### config.mk
export PLATFORM = sky130hd
export DESIGN_NAME = wordcount_stream_ctrl
export DESIGN_NICKNAME = d
export VERILOG_FILES = /design/src/rtl/wordcount_pkg.sv /design/src/rtl/wordcount_beat_splitter.sv /design/src/rtl/wordcount_stream_ctrl.sv
export SDC_FILE = /design/constraint.sdc
export NUM_CORES = 2
export LEC_CHECK = 0
export BUFFER_PORTS_ARGS = -buffer_cell sky130_fd_sc_hd__clkbuf_2
export CORE_AREA = 2 2 572 574
export CTS_BUF_LIST = sky130_fd_sc_hd__clkbuf_4
export DETAILED_ROUTE_END_ITERATION = 10
export DIE_AREA = 0 0 574 576
export PLACE_DENSITY = 0.4
export SYNTH_ARGS = -nofsm -noshare
export SYNTH_HDL_FRONTEND = slang
export SYNTH_HIERARCHICAL = 1
export SYNTH_SLANG_ARGS = --single-unit
### constraint.sdc
create_clock -name clk -period 6.14 [get_ports clk]
set_input_delay 0.307 -clock clk [delete_from_list [all_inputs] [get_ports clk]]
set_output_delay 0.307 -clock clk [all_outputs]
set_load 0.05 [all_outputs]
### src/rtl/wordcount_pkg.sv
// wordcount_pkg: shared state encoding, command codes and summary beat layout
package wordcount_pkg;
  typedef enum logic [2:0] {IDLE, RD_START, STREAM, DRAIN, WR_START, WR_DATA, WR_WAIT} state_e;
  localparam logic [31:0] CMD_COUNT = 32'd1;
  localparam int WORDS_LSB = 0;
  localparam int HITS_LSB = 32;
  localparam int MISSES_LSB = 64;
  function automatic logic [31:0] sat_inc(input logic [31:0] v);
    return (v == '1) ? v : v + 32'd1;
  endfunction
endpackage

### src/rtl/wordcount_beat_splitter.sv
// wordcount_beat_splitter: holds one beat and presents its valid lanes one word per take, lane 0 first
module wordcount_beat_splitter
  import wordcount_pkg::*;
#(
  parameter int DATA_WIDTH = 512,
  parameter int KEY_WIDTH = 32,
  localparam int WPB = DATA_WIDTH / KEY_WIDTH,
  localparam int IW = $clog2(WPB + 1)
) (
  input  logic                  clk,
  input  logic                  reset,
  input  logic                  s_valid,
  output logic                  s_ready,
  input  logic [DATA_WIDTH-1:0] s_data,
  input  logic [IW-1:0]         s_lanes,
  output logic                  w_valid,
  output logic [KEY_WIDTH-1:0]  w_key,
  output logic                  w_last,
  input  logic                  w_take
);
  logic                  hold_q, hold_d;
  logic [DATA_WIDTH-1:0] data_q, data_d;
  logic [IW-1:0]         idx_q, idx_d, cnt_q, cnt_d;
  assign s_ready = !hold_q;
  assign w_valid = hold_q;
  assign w_key = KEY_WIDTH'(data_q >> (idx_q * KEY_WIDTH));
  assign w_last = idx_q == cnt_q - 1'b1;
  always_comb begin
    hold_d = hold_q;
    data_d = data_q;
    idx_d = idx_q;
    cnt_d = cnt_q;
    if (s_valid && s_ready) begin
      hold_d = 1'b1;
      data_d = s_data;
      idx_d = '0;
      cnt_d = s_lanes;
    end else if (w_take) begin
      hold_d = !w_last;
      idx_d = idx_q + 1'b1;
    end
  end
  always_ff @(posedge clk) begin
    if (reset) begin
      hold_q <= 1'b0;
      data_q <= '0;
      idx_q <= '0;
      cnt_q <= '0;
    end else begin
      hold_q <= hold_d;
      data_q <= data_d;
      idx_q <= idx_d;
      cnt_q <= cnt_d;
    end
  end
endmodule

### src/rtl/wordcount_stream_ctrl.sv
// wordcount_stream_ctrl: streams words from the reader into the KVS search-and-add port
// and writes a one-beat words/hits/misses summary after the read buffer
module wordcount_stream_ctrl
  import wordcount_pkg::*;
#(
  parameter int DATA_WIDTH = 512,
  parameter int KEY_WIDTH = 32,
  parameter int ADDR_WIDTH = 64,
  parameter int MAX_OUTSTANDING = 8
) (
  input  logic                  clk,
  input  logic                  reset,
  input  logic                  kick,
  output logic                  busy,
  input  logic [31:0]           command,
  input  logic [31:0]           num_of_words,
  input  logic [ADDR_WIDTH-1:0] global_memory_offset,
  output logic                  reader_ctrl_start,
  input  logic                  reader_ctrl_done,
  output logic [63:0]           reader_ctrl_addr_offset,
  output logic [63:0]           reader_ctrl_xfer_size_in_bytes,
  input  logic                  reader_s_axis_tvalid,
  output logic                  reader_s_axis_tready,
  input  logic [DATA_WIDTH-1:0] reader_s_axis_tdata,
  input  logic                  reader_s_axis_tlast,
  output logic                  kvs_req_valid,
  input  logic                  kvs_req_ready,
  output logic [KEY_WIDTH-1:0]  kvs_req_key,
  input  logic                  kvs_rsp_valid,
  input  logic                  kvs_rsp_hit,
  output logic                  writer_ctrl_start,
  input  logic                  writer_ctrl_done,
  output logic [63:0]           writer_ctrl_addr_offset,
  output logic [63:0]           writer_ctrl_xfer_size_in_bytes,
  output logic                  writer_m_axis_tvalid,
  input  logic                  writer_m_axis_tready,
  output logic [DATA_WIDTH-1:0] writer_m_axis_tdata
);
  localparam int WPB = DATA_WIDTH / KEY_WIDTH;
  localparam int BPB = DATA_WIDTH / 8;
  localparam int IW = $clog2(WPB + 1);
  localparam int OW = $clog2(MAX_OUTSTANDING + 1);
  state_e                state_q, state_d;
  logic                  nop_q, nop_d, done_q, done_d;
  logic [31:0]           num_q, num_d, left_q, left_d;
  logic [31:0]           words_q, words_d, hits_q, hits_d, misses_q, misses_d;
  logic [ADDR_WIDTH-1:0] addr_q, addr_d;
  logic [OW-1:0]         outst_q, outst_d;
  logic                  split_ready, w_valid, w_last, issue, rsp, beat, kick_ok;
  logic [IW-1:0]         lanes;
  logic [63:0]           rd_xfer;
  logic [DATA_WIDTH-1:0] wdata;
  logic                  unused_tlast;
  assign unused_tlast = reader_s_axis_tlast;
  assign busy = state_q != IDLE || nop_q;
  assign rd_xfer = ((64'(num_q) + 64'(WPB - 1)) / 64'(WPB)) * 64'(BPB);
  assign reader_ctrl_start = state_q == RD_START;
  assign reader_ctrl_addr_offset = reader_ctrl_start ? 64'(addr_q) : '0;
  assign reader_ctrl_xfer_size_in_bytes = reader_ctrl_start ? rd_xfer : '0;
  assign writer_ctrl_start = state_q == WR_START;
  assign writer_ctrl_addr_offset = writer_ctrl_start ? 64'(addr_q) + rd_xfer : '0;
  assign writer_ctrl_xfer_size_in_bytes = writer_ctrl_start ? 64'(BPB) : '0;
  assign writer_m_axis_tvalid = state_q == WR_DATA;
  assign writer_m_axis_tdata = writer_m_axis_tvalid ? wdata : '0;
  assign reader_s_axis_tready = split_ready && state_q == STREAM && left_q != '0;
  assign kvs_req_valid = w_valid && state_q == STREAM && outst_q != OW'(MAX_OUTSTANDING);
  assign beat = reader_s_axis_tvalid && reader_s_axis_tready;
  assign issue = kvs_req_valid && kvs_req_ready;
  assign rsp = kvs_rsp_valid && outst_q != '0;
  assign kick_ok = kick && state_q == IDLE && !nop_q;
  assign lanes = (left_q >= 32'(WPB)) ? IW'(WPB) : IW'(left_q);
  wordcount_beat_splitter #(.DATA_WIDTH(DATA_WIDTH), .KEY_WIDTH(KEY_WIDTH)) u_split (
    .clk(clk), .reset(reset),
    .s_valid(reader_s_axis_tvalid && state_q == STREAM && left_q != '0),
    .s_ready(split_ready), .s_data(reader_s_axis_tdata), .s_lanes(lanes),
    .w_valid(w_valid), .w_key(kvs_req_key), .w_last(w_last), .w_take(issue)
  );
  always_comb begin
    wdata = '0;
    wdata[WORDS_LSB +: 32] = words_q;
    wdata[HITS_LSB +: 32] = hits_q;
    wdata[MISSES_LSB +: 32] = misses_q;
  end
  always_comb begin
    state_d = state_q;
    nop_d = 1'b0;
    num_d = num_q;
    addr_d = addr_q;
    left_d = beat ? left_q - 32'(lanes) : left_q;
    outst_d = outst_q + OW'(issue) - OW'(rsp);
    words_d = issue ? sat_inc(words_q) : words_q;
    hits_d = (rsp && kvs_rsp_hit) ? sat_inc(hits_q) : hits_q;
    misses_d = (rsp && !kvs_rsp_hit) ? sat_inc(misses_q) : misses_q;
    done_d = done_q || (reader_ctrl_done && (state_q == STREAM || state_q == DRAIN));
    case (state_q)
      IDLE: if (kick_ok) begin
        num_d = num_of_words;
        addr_d = global_memory_offset;
        left_d = num_of_words;
        outst_d = '0;
        words_d = '0;
        hits_d = '0;
        misses_d = '0;
        done_d = 1'b0;
        nop_d = command != CMD_COUNT;
        state_d = (command != CMD_COUNT) ? IDLE : (num_of_words == '0) ? WR_START : RD_START;
      end
      RD_START: state_d = STREAM;
      STREAM:   state_d = (issue && w_last && left_q == '0) ? DRAIN : STREAM;
      DRAIN:    state_d = (outst_q == '0 && done_q) ? WR_START : DRAIN;
      WR_START: state_d = WR_DATA;
      WR_DATA:  state_d = writer_m_axis_tready ? WR_WAIT : WR_DATA;
      WR_WAIT:  state_d = writer_ctrl_done ? IDLE : WR_WAIT;
      default:  state_d = IDLE;
    endcase
  end
  always_ff @(posedge clk) begin
    if (reset) begin
      state_q <= IDLE;
      nop_q <= 1'b0;
      done_q <= 1'b0;
      num_q <= '0;
      left_q <= '0;
      addr_q <= '0;
      outst_q <= '0;
      words_q <= '0;
      hits_q <= '0;
      misses_q <= '0;
    end else begin
      state_q <= state_d;
      nop_q <= nop_d;
      done_q <= done_d;
      num_q <= num_d;
      left_q <= left_d;
      addr_q <= addr_d;
      outst_q <= outst_d;
      words_q <= words_d;
      hits_q <= hits_d;
      misses_q <= misses_d;
    end
  end
endmodule

==> summary.txt <==
Status
  • Outcome: finished clean

STA
  • Fin crit share: 95.3%
  • Worst slew pin tran: 1.19 ns
  • Max frequency: 171 MHz
  • Final setup viols: 0
  • Final hold viol count: 0
  • Final Critical Period: 5.85 ns
  • Fin Clk Skew: 0.131 ns
  • Pins Over Slew Limit: 0
  • Max-slew headroom: 20.9%

Run
  • Max Cap Violations: 0

GRT
  • First-pass GRT wire length: 314,000 um
  • Largest net degree at the start of global routing: 173
  • Total Routing Usage GR: 13.0%
  • Initial antenna violation count: 63
  • Vias in the first global route: 44,800
  • Total grt overflow: 0

Setup path
  • Worst EP arrival: 5.55 ns
  • Crit path launch type: register
  • CP Depth: 16
  • R2r endpoint: u_split/data_q[386]
  • Reg2reg start: left_q[5]
  • Worst Setup EP: writer_ctrl_addr_offset[29]
  • Flop2flop setup slack: 1.80 ns
  • Cells along the critical path: o41a_4, nand3_2, nor2_2, nand4_1, nor2_1, xor2_1, ha_1, a21o_1, a31o_2, a311o_1, a31o_2, a21boi_0, o21ai_0, xnor2_1, nor2_1, clkbuf_2
  • Crit path largest cell delay: 0.53 ns
  • Crit-path max FO: 6
  • Worst Setup End Kind: output pin
  • WP buf/inv: 1
  • Crit path from: num_q[3]
  • CP max stage cell: o41a_4
  • Crit path kind: register to output pin
  • Delay-heaviest family, CP: compound AO/OA/AOI/OAI gates
  • FF-to-FF path depth: 12
  • Req. time, crit path: around 5.8 ns

Layout
  • Design Area, Final: 0.0676 mm^2
  • Nets: 8,515
  • Core Util, Final: about a fifth
  • Area delta synth->final: 66.9%
  • Layout cell share with drive strength beyond 1: 18.8%
  • Fillers: 36,500

Yosys
  • EDFF count, synth: 0
  • Post-synth top area share: a little under two fifths
  • Biggest area consumer among synthesized cells: dfxtp_1
  • Synth cell types: 84
  • Synth top cells by count: 1,392 x nand2_1, 756 x dfxtp_1, 702 x a21oi_1
  • Top cells by area, synth: dfxtp_1 37%, nand2_1 13%, buf_4 9.8%, a21oi_1 8.7%, mux2i_1 5.9%
  • Ys flop type: dfxtp_1
  • Synth Area per Inst: roughly 7.7 um^2
  • Count leader, synth: nand2_1
  • Yosys warns: 6
  • Post-synth ARST share: 0%
  • Mapped Cells: 5,230
  • Synthesis-stage register bit count: 756
  • Sequential-to-total area share from yosys stat: 37.4%
  • Synthesized area: 0.0405 mm^2

Power and ir drop
  • Power Dens Cells: 181 mW/mm^2
  • Internal: between 0.008 and 0.009 W
  • Clk pwr share: ~40%
  • VDD IR max: 0.000123 V
  • Combinational Power Share: 17.7%
  • Switch Pwr: approximately 0.004 W
  • Sequential group share of total power: between 40% and 50%
  • Switching Share: 32.2%
  • Static Leak: roughly 26 nW

Floorplan
  • Starting Density: 12.5%
  • Chip Height: 576 um
  • Die area: roughly 0.33 mm^2
  • Die X: 574 um
  • Io pins: 1,457
  • Core Area: 0.325 mm^2
  • Row cnt: 210

Clock tree
  • TritonCTS clock tree: done
  • Clk buf depth: 4
  • Later-pin clock latency in the skew report: 1.25 ns
  • CTS sink count: ~760
  • TritonCTS Buffers: 233
  • Root Driver: clkbuf_4
  • Reg clk slew, reported paths: 0.07 ns
  • CTS H-tree depth: 4

Detailed routing
  • Antenna Nets Post-Route: 0
  • Vias/cell: 3.64
  • Routed via count: 45,000
  • Initial DRC Count: 2,292
  • Detailed Routing Iterations Pass 1: 5
  • Drt wl/cell: 18.4 um
  • Post-Route WL: ~230,000 um
  • Number of remaining DRC errors: 0

Place
  • Port bufs: 941
  • Placer Congestion: 0.831
  • Post-DP Area: between 0.04 and 0.05 mm^2
  • Dpl hpwl: 168,000 um

Min path
  • Hold Crit Class: primary input to register
final cells by class:
cell class | instances | area, um^2 | area share [%]
Antenna cell | 24 | 60.1 | 0.0888
Clock buffer | 331 | 2480 | 3.68
Clock inverter | 66 | 300 | 0.444
Inverter | 44 | 165 | 0.244
Multi-Input combinational cell | 4096 | 21900 | 32.3
Sequential cell | 756 | 15100 | 22.4
Tap cell | 4346 | 5440 | 8.04
Timing Repair Buffer | 2690 | 22100 | 32.8
state kept, by name (all words and copies together), names as in the netlist:
signal,cells
hits_q,32
nop_q,1
u_split/data_q,512
u_split/idx_q,5
state_q,3
u_split/w_valid,1
misses_q,32
outst_q,4
words_q,32
addr_q,64
done_q,1
u_split/cnt_q,5
left_q,32
num_q,32
power groups by stage:
| stage | registers [W] | clock network [W] | logic, W |
|---|---|---|---|
| floorplan | 0.00511 | 0 | 0.00130 |
| global placement | 0.00515 | 0 | 0.00145 |
| detailed placement | 0.00515 | 0 | 0.00145 |
| CTS | 0.00504 | 0.00530 | 0.00214 |
| global route | 0.00505 | 0.00552 | 0.00229 |
| finish | 0.00504 | 0.00503 | 0.00216 |
timing repair:
item	CTS	global route
gates cloned	0	1
endpoints found under the setup margin	31	33
hold endpoints to repair	739	0
setup buffers	6	11
pin swaps	10	22
gates resized for setup	36	64
hold buffers	1633	0
worst min-delay path, stage by stage:
cell and delay, ns:
dlygate4sd3_1 0.56, clkbuf_2 0.14, and3_1 0.22, o21ai_0 0.09, o21ai_0 0.08, nand2_1 0.06, a21oi_1 0.05
metal layers:
metal	part of all wire, %	vias to the layer above	track usage [%]
li1	-	21800	-
met1	42	21300	15.6
met2	49	1545	22.5
met3	5.9	333	2.83
met4	3.5	4	4.90
met5	0.0066	-	0
placed cells by master, fill, tap and decap left out, types with 8 or more instances in the layout:
master         Yosys  final
dfxtp_1          756    749
o21ai_1           22     25
o21ai_0           32     29
buf_12             8     11
nand2b_1          11      8
clkbuf_2           1    920
a21o_1            12     12
and2_1           148    145
or3_1             19     18
a21oi_1          702    696
xor2_1           102    101
xnor2_1           95     91
or4_1             10     10
clkinv_1           0     49
o22ai_1           22     22
nand4_1           50     50
and3_1            89     89
mux2i_1          238    238
nor3_1            29     27
nand2_1         1392   1390
and4_1            17     17
diode_2            0     24
buf_4            527    110
conb_1             1    515
ha_1              41     36
a22oi_1          106    106
nor4_1            32     30
dlygate4sd3_1      0   1633
inv_1             43     43
a221oi_1          11     11
nand3_1           75     74
nor2_1           210    201
mux4_2            11     11
a211oi_1          10      9
clkbuf_4           1    339
how the worst min path moves through the flow:
| stage | slack (ns) | startpoint | cells past startpoint | to |
|---|---|---|---|---|
| finish | 0.32 | reader_s_axis_tvalid | 7 | left_q[1] |
| global route | 0.22 | reader_s_axis_tvalid | 7 | left_q[1] |
| global placement | 0.44 | u_split/data_q[357] | 2 | u_split/data_q[357] |
| CTS | 0.04 | reader_s_axis_tvalid | 7 | left_q[1] |
| floorplan | 0.43 | done_q | 2 | done_q |
| detailed placement | 0.44 | u_split/data_q[211] | 2 | u_split/data_q[211] |
stage by stage:
stage / hold WS (ns) / total power [W] / instances / setup TNS [ns] / worst slack (ns)
after floorplan: 0.429 / 0.00641 / 5744 / 0 / 1.28
after global placement: 0.442 / 0.00660 / 10300 / 0 / 0.724
after detailed placement: 0.444 / 0.00660 / 10300 / 0 / 0.731
after CTS: 0.0404 / 0.0125 / 12300 / -0.0177 / -0.0102
after global routing: 0.220 / 0.0129 / 12300 / -0.0781 / -0.0525
final: 0.320 / 0.0122 / 12400 / 0 / 0.286
kinds of logic after synthesis:
logic type / share of synthesized area [%]
AND/OR/NAND/NOR: 22.9
AO/OA/AOI/OAI: 13.4
XOR/XNOR: 4.26
other: 0.00926
buffers and inverters: 14.2
multiplexers: 6.52
flip-flops: 37.4
adder cells (fa/ha/maj): 1.37
Power figures use the tool's default switching activity.
